$ cat src/rtl/imu_filter_pkg.sv
// imu_filter_pkg: shared state encoding, width helpers and default sizes for the IMU moving-average filter.
package imu_filter_pkg;
  typedef enum logic [1:0] {IDLE, ACCUM, DONE} state_t;
  localparam int IMU_NUM_CH = 6;
  localparam int IMU_DATA_W = 10;
  localparam int IMU_DEPTH_LOG2 = 6;
  function automatic int sum_w(input int data_w, input int depth_log2);
    return data_w + depth_log2 + 1;
  endfunction
  function automatic int out_w(input int data_w);
    return data_w;
  endfunction
endpackage

$ cat src/rtl/imu_sample_ring.sv
// imu_sample_ring: per-channel sample history, addressed {ch, wr_ptr}; combinational read, synchronous write.
module imu_sample_ring #(
  parameter int NUM_CH = 6,
  parameter int DATA_W = 10,
  parameter int DEPTH_LOG2 = 6,
  parameter int AW = 9
) (
  input  logic              clk,
  input  logic              we,
  input  logic [AW-1:0]     waddr,
  input  logic [AW-1:0]     raddr,
  input  logic [DATA_W-1:0] wdata,
  output logic [DATA_W-1:0] rdata
);
  logic [DATA_W-1:0] mem [NUM_CH * (1 << DEPTH_LOG2)];
  assign rdata = mem[raddr];
  always_ff @(posedge clk)
    if (we) mem[waddr] <= wdata;
endmodule

$ cat src/rtl/imu_moving_average.sv
// imu_moving_average: windowed running-sum moving average over NUM_CH serially processed channels,
// with seeded warm-up, flush and raw bypass.
module imu_moving_average
  import imu_filter_pkg::*;
#(
  parameter int NUM_CH = IMU_NUM_CH,
  parameter int DATA_W = IMU_DATA_W,
  parameter int DEPTH_LOG2 = IMU_DEPTH_LOG2,
  parameter int SIGNED = 0
) (
  input  logic                     clk,
  input  logic                     rst,
  input  logic                     sample_valid,
  output logic                     sample_ready,
  input  logic [NUM_CH*DATA_W-1:0] sample_in,
  input  logic                     flush,
  input  logic                     bypass,
  output logic [NUM_CH*DATA_W-1:0] filtered_out,
  output logic                     filtered_valid,
  output logic                     primed
);
  localparam int SW = sum_w(DATA_W, DEPTH_LOG2);
  localparam int OW = out_w(DATA_W);
  localparam int CW = NUM_CH > 1 ? $clog2(NUM_CH) : 1;
  localparam logic [DEPTH_LOG2:0] FULL = (DEPTH_LOG2 + 1)'(1 << DEPTH_LOG2);
  state_t state, state_nx;
  logic [CW-1:0] ch;
  logic [DEPTH_LOG2-1:0] wr_ptr;
  logic [DEPTH_LOG2:0] fill_cnt;
  logic live, seeded, seeding, flush_pend, byp_q;
  logic [NUM_CH*DATA_W-1:0] in_q, avg;
  logic [SW-1:0] sum [NUM_CH];
  logic [DATA_W-1:0] seed [NUM_CH];
  logic [DATA_W-1:0] new_s, old_s, rd;
  logic [SW-1:0] new_x, old_x;
  logic accept;
  assign sample_ready = live && state == IDLE;
  assign accept = sample_valid && sample_ready;
  assign primed = fill_cnt == FULL;
  assign new_s = in_q[ch*DATA_W +: DATA_W];
  assign old_s = primed ? rd : seed[ch];
  assign new_x = {{(SW-DATA_W){SIGNED != 0 && new_s[DATA_W-1]}}, new_s};
  assign old_x = {{(SW-DATA_W){SIGNED != 0 && old_s[DATA_W-1]}}, old_s};
  imu_sample_ring #(.NUM_CH(NUM_CH), .DATA_W(DATA_W), .DEPTH_LOG2(DEPTH_LOG2), .AW(CW + DEPTH_LOG2)) u_ring (
    .clk(clk),
    .we(state == ACCUM),
    .waddr({ch, wr_ptr}),
    .raddr({ch, wr_ptr}),
    .wdata(new_s),
    .rdata(rd)
  );
  for (genvar g = 0; g < NUM_CH; g++) begin : g_ch
    if (SIGNED != 0) begin : g_s
      assign avg[g*OW +: OW] = OW'($signed(sum[g]) >>> DEPTH_LOG2);
    end else begin : g_u
      assign avg[g*OW +: OW] = OW'(sum[g] >> DEPTH_LOG2);
    end
  end
  always_comb begin
    state_nx = state;
    state_nx = state == IDLE  ? (accept ? ACCUM : IDLE) :
               state == ACCUM ? (ch == CW'(NUM_CH - 1) ? DONE : ACCUM) : IDLE;
  end
  always_ff @(posedge clk or posedge rst)
    if (rst) state <= IDLE;
    else state <= state_nx;
  always_ff @(posedge clk or posedge rst) begin
    if (rst) begin
      live <= 1'b0;
      ch <= '0;
      wr_ptr <= '0;
      fill_cnt <= '0;
      seeded <= 1'b0;
      seeding <= 1'b0;
      flush_pend <= 1'b0;
      byp_q <= 1'b0;
      in_q <= '0;
      filtered_out <= '0;
      filtered_valid <= 1'b0;
    end else begin
      live <= 1'b1;
      filtered_valid <= 1'b0;
      ch <= state == IDLE ? '0 : ch + CW'(1);
      if (state == IDLE && flush) begin
        seeded <= 1'b0;
        fill_cnt <= '0;
        wr_ptr <= '0;
      end
      // a flush arriving with the sample clears history first, so that sample becomes the seed
      if (accept) begin
        in_q <= sample_in;
        byp_q <= bypass;
        seeding <= flush || !seeded;
        seeded <= 1'b1;
      end
      if (state != IDLE && flush) flush_pend <= 1'b1;
      if (state == DONE) begin
        filtered_out <= byp_q ? in_q : avg;
        filtered_valid <= 1'b1;
        flush_pend <= 1'b0;
        if (flush_pend || flush) begin
          seeded <= 1'b0;
          fill_cnt <= '0;
          wr_ptr <= '0;
        end else if (!seeding) begin
          wr_ptr <= wr_ptr + DEPTH_LOG2'(1);
          if (!primed) fill_cnt <= fill_cnt + (DEPTH_LOG2 + 1)'(1);
        end
      end
    end
  end
  // the seed stands in for every not-yet-filled slot, so the first output equals the first sample
  always_ff @(posedge clk)
    if (state == ACCUM) begin
      if (seeding) seed[ch] <= new_s;
      sum[ch] <= seeding ? new_x << DEPTH_LOG2 : sum[ch] + new_x - old_x;
    end
endmodule

$ cat config.mk
export PLATFORM = sky130hd
export DESIGN_NAME = imu_moving_average
export DESIGN_NICKNAME = d
export VERILOG_FILES = /design/src/rtl/imu_filter_pkg.sv /design/src/rtl/imu_sample_ring.sv /design/src/rtl/imu_moving_average.sv
export SDC_FILE = /design/constraint.sdc
export NUM_CORES = 2
export LEC_CHECK = 0
export ABC_AREA = 0
export CORE_MARGIN = 2
export CORE_UTILIZATION = 56
export DETAILED_ROUTE_END_ITERATION = 16
export PLACE_DENSITY_LB_ADDON = 0.2
export SETUP_SLACK_MARGIN = 0.15
export SLEW_MARGIN = 20
export SYNTH_ARGS = -nofsm -noshare
export SYNTH_HDL_FRONTEND = slang
export SYNTH_SLANG_ARGS = --single-unit
$ cat constraint.sdc
create_clock -name clk -period 14.5 [get_ports clk]
set_input_delay 1.45 -clock clk [delete_from_list [all_inputs] [get_ports clk]]
set_output_delay 1.45 -clock clk [all_outputs]
set_load 0.1 [all_outputs]
==> flow_summary.toml <==
[outcome]
status = "completed"

[setup_path]
cp_slowest_cell = "dfrtp_4"
critPathLaunchType = "flip-flop"
path_buf_inv = 2
critPathKind = "flip-flop to flip-flop"
rrSetupSlack_ns = 4.92
crit_top_cell = "a21oi_1"
crit_family = "compound AO/OA/AOI/OAI gates"
cp_max_fo = 72
critical_path_required_ns = 15.12
crit_arrival_ns = 10.20
crit_chain = "buf_12 > mux4_2 > mux2i_1 > o32ai_1 > a211oi_1 > o2111ai_1 > a221oi_1 > a41oi_1 > fa_1 > inv_1 > ha_1 > a21oi_1 > o211ai_1 > a2111oi_0 > nor3_1 > or3_1 > a21oi_1 > xor2_1 > o21ai_0"
cp-end-kind = "flip-flop"
cpPeakStageDelay_ns = 0.93

[sta]
period_share = 0.6606
max_slew_margin = 0.1539
tightest_slew_ns = 1.269
skew_ns = 0.08319
final-setup-viol-count = 0
rsz0062_at_grt = "false"
max_freq_mhz = 104.4
post-route-min-period_ns = 9.579
maxSlewViolCount = 0
finalHoldViolCount = 0
tns_ns = 0

[route]
wl_um = 437300
vias_per_cell = 6.838
drt_first_pass_iters = 7
vias = 82790
drt-initial-drc-count = 12840
drcViolationCount = 0
avgRoutedWirePerCell_um = 36.11
antenna_left = 0

[floorplanning]
io_pins = 128
dieArea_um2 = 294400
core_um2 = 288400
die_x_um = 542.6
start_util = 0.5633
num_rows = 197
die_h_um = 542.6

[placed_design]
place_congestion = 0.9070
dp_hpwl_um = 261900
dp.cells = 11350
portBuffers = 127

[clocking]
cts_setup_buffers = 0
clk_path_buf_depth = 4
cts_hold_buf = 0
clk_latency_ns = 1.00
cts-resized-gates = 0
cts_tree = "done"
cts-root-buf = "clkbuf_16"
cts_max_level = 5
cts_buffers = 412
clkTransAtPathRegs_ns = 0.06
cts_sinks = 4172

[logic_synthesis]
synth_area_um2 = 162500
yosys-top-cells-area = "edfxtp_1 (74%), mux4_2 (15%), dfrtp_1 (2.2%), mux2i_1 (1.5%), nor2_1 (1.1%)"
synth_area_leader_cell = "edfxtp_1"
synth_top_family_by_area = "multiplexers"
syn_inst = 7600
synthesis.nets = 7699
synth_compound_area_frac = 0.02458
synth_xor_area_frac = 0.0005391
synthSimpleGateAreaFrac = 0.02439
ys.warnings.count = 0
synth_top_area_share = 0.7445
synth.distinct_cells = 75
yosysMostFrequentCell = "edfxtp_1"
syn_avg_cell_area_um2 = 21.38
synth_edf_count = 4028
synthMuxAreaShare = 0.1649
ys_async_sr_fraction = 0.03452
ys_seq_area_frac = 0.7667
synth_adder_area_share = 0.003081
ys_top_cells_by_count = "edfxtp_1 (4028), mux4_2 (1046), nor2_1 (492)"
synthFlopType = "edfxtp_1"
synth-seq-cells = 4172

[grt]
antenna_found_initial = 21
grt-ovfl-total = 0
grt_pass1_vias = 80970
grt_pass1_wl_um = 617100
grtUsageTotal = 0.2973
grt_max_degree = 223

[min_path]
hold_path_class = "flip-flop to flip-flop"

[final_layout]
fin_nets = 8091
drive_gt1_frac = 0.2620
multi_input_area_um2 = 36070
n_fill_cell = 19050
regArea_um2 = 124600
area_growth_pct = 12.46
instances_no_fill = 12110

[run]
max_cap_viol_count = 0

[power_and_ir_drop]
irDropWorstVdd_mv = 0.3208
powerDensity_nw_per_um2 = 198.3
p_leak_nw = 57.15
-- flip-flops by register name, summed over array words and instances, names as in the netlist, 2 cells and up --
name	flops
u_ring.mem	3840
sum	128
filtered_out	60
in_q	60
seed	60
fill_cnt	7
wr_ptr	6
ch	3
state	2
-- per-layer routing --
layer | routed length (um) | share of wire | GRT usage
met1 | 167500 | 0.38 | 0.4369
met4 | 19900 | 0.046 | 0.1228
met5 | 45 | 0.00010 | 0
met3 | 49570 | 0.11 | 0.06017
met2 | 200200 | 0.46 | 0.4421
-- path summary, 6_finish.rpt --
path / cells after the start / end / startpoint
min reg2reg: 2 / filtered_out[37]$_DFFE_PP0P_ / filtered_out[37]$_DFFE_PP0P_
min in group asynchronous: 2 / in_q[14]$_DFFE_PP0P_ / rst
max: 19 / sum[5][13]$_DFFE_PP_ / wr_ptr[0]$_DFF_PP0_
min: 2 / filtered_out[37]$_DFFE_PP0P_ / filtered_out[37]$_DFFE_PP0P_
max reg2reg: 19 / sum[5][13]$_DFFE_PP_ / wr_ptr[0]$_DFF_PP0_
max in group asynchronous: 3 / wr_ptr[2]$_DFF_PP0_ / rst
-- per-stage QoR --
stage               worst slack (ns)  hold WS (ns)  total power [mW]  utilization  area [um2]
finish                         4.921        0.4768             36.23       0.6335      182700
global route                   4.613        0.5083             37.31       0.6335      182700
CTS                            4.876        0.4841             36.12       0.6324      182400
detailed placement             4.983        0.4708             25.81       0.5866      169200
global placement               4.975        0.4426             25.44       0.5862      169100
floorplan                      3.217        0.4357             24.27            -      162500
-- worst reg2reg max path: cells and delay by family, from the launching register on --
kind	cells	cell delay (ns)
AOI/OAI and AO/OA	10	4.44
xor gates and xnor gates	1	0.09
adders and majority gates	2	0.92
buffers and inverters	2	0.56
DFF	1	0.93
muxes	2	1.64
and+or+nand+nor	2	0.66
-- cell usage in the layout, fill, tap and decap left out, types with 11 or more instances in the layout --
cell,netlist,final
a211oi_1,11,11
a21oi_1,90,90
a221oi_1,27,27
a22o_1,42,42
a22oi_1,131,131
a31oi_1,25,25
a32oi_1,17,17
and3_1,19,18
buf_12,2,19
buf_4,83,277
bufinv_16,0,37
clkbuf_1,200,79
clkbuf_16,0,415
clkdlybuf4s50_1,0,127
clkinv_1,2,89
clkinv_16,0,11
clkinv_2,0,84
dfrtp_1,144,136
edfxtp_1,4028,4028
ha_1,24,24
inv_1,52,49
mux2_2,66,66
mux2i_1,239,239
mux4_2,1046,1046
nand2_1,254,251
nand3_1,80,57
nand3_4,0,23
nor2_1,492,378
nor2_2,0,108
nor3_1,41,33
o21ai_0,98,97
o221ai_1,16,16
o22ai_1,26,26
-- power by group --
group / switching, mW / internal, mW / leakage, nW
logic: 6.37 / 1.64 / 12.3
registers: 0.257 / 17.5 / 38.3
clock network: 4.56 / 5.95 / 6.46
-- kinds of logic (layout without fill, tap and decap cells) --
logic type	Yosys count	after routing
xor+xnor	10	10
simple gates	953	953
compound gates	568	568
mux	1355	1355
other cells	1	7
fa+ha+maj	34	34
buf+inv	507	1228
flops	4172	4172
-- layout make-up --
| class | count | area share |
|---|---|---|
| flip-flops and latches | 4172 | 0.6819 |
| multi-input cells | 2921 | 0.1974 |
| clock buffers | 499 | 0.05884 |
| well taps | 3781 | 0.02589 |
| repair buffers | 430 | 0.02112 |
| clock inverters | 244 | 0.01351 |
| inverters | 55 | 0.001240 |
| diodes | 6 | 0.00008218 |
Note: power is estimated with default switching activity, not from simulation.
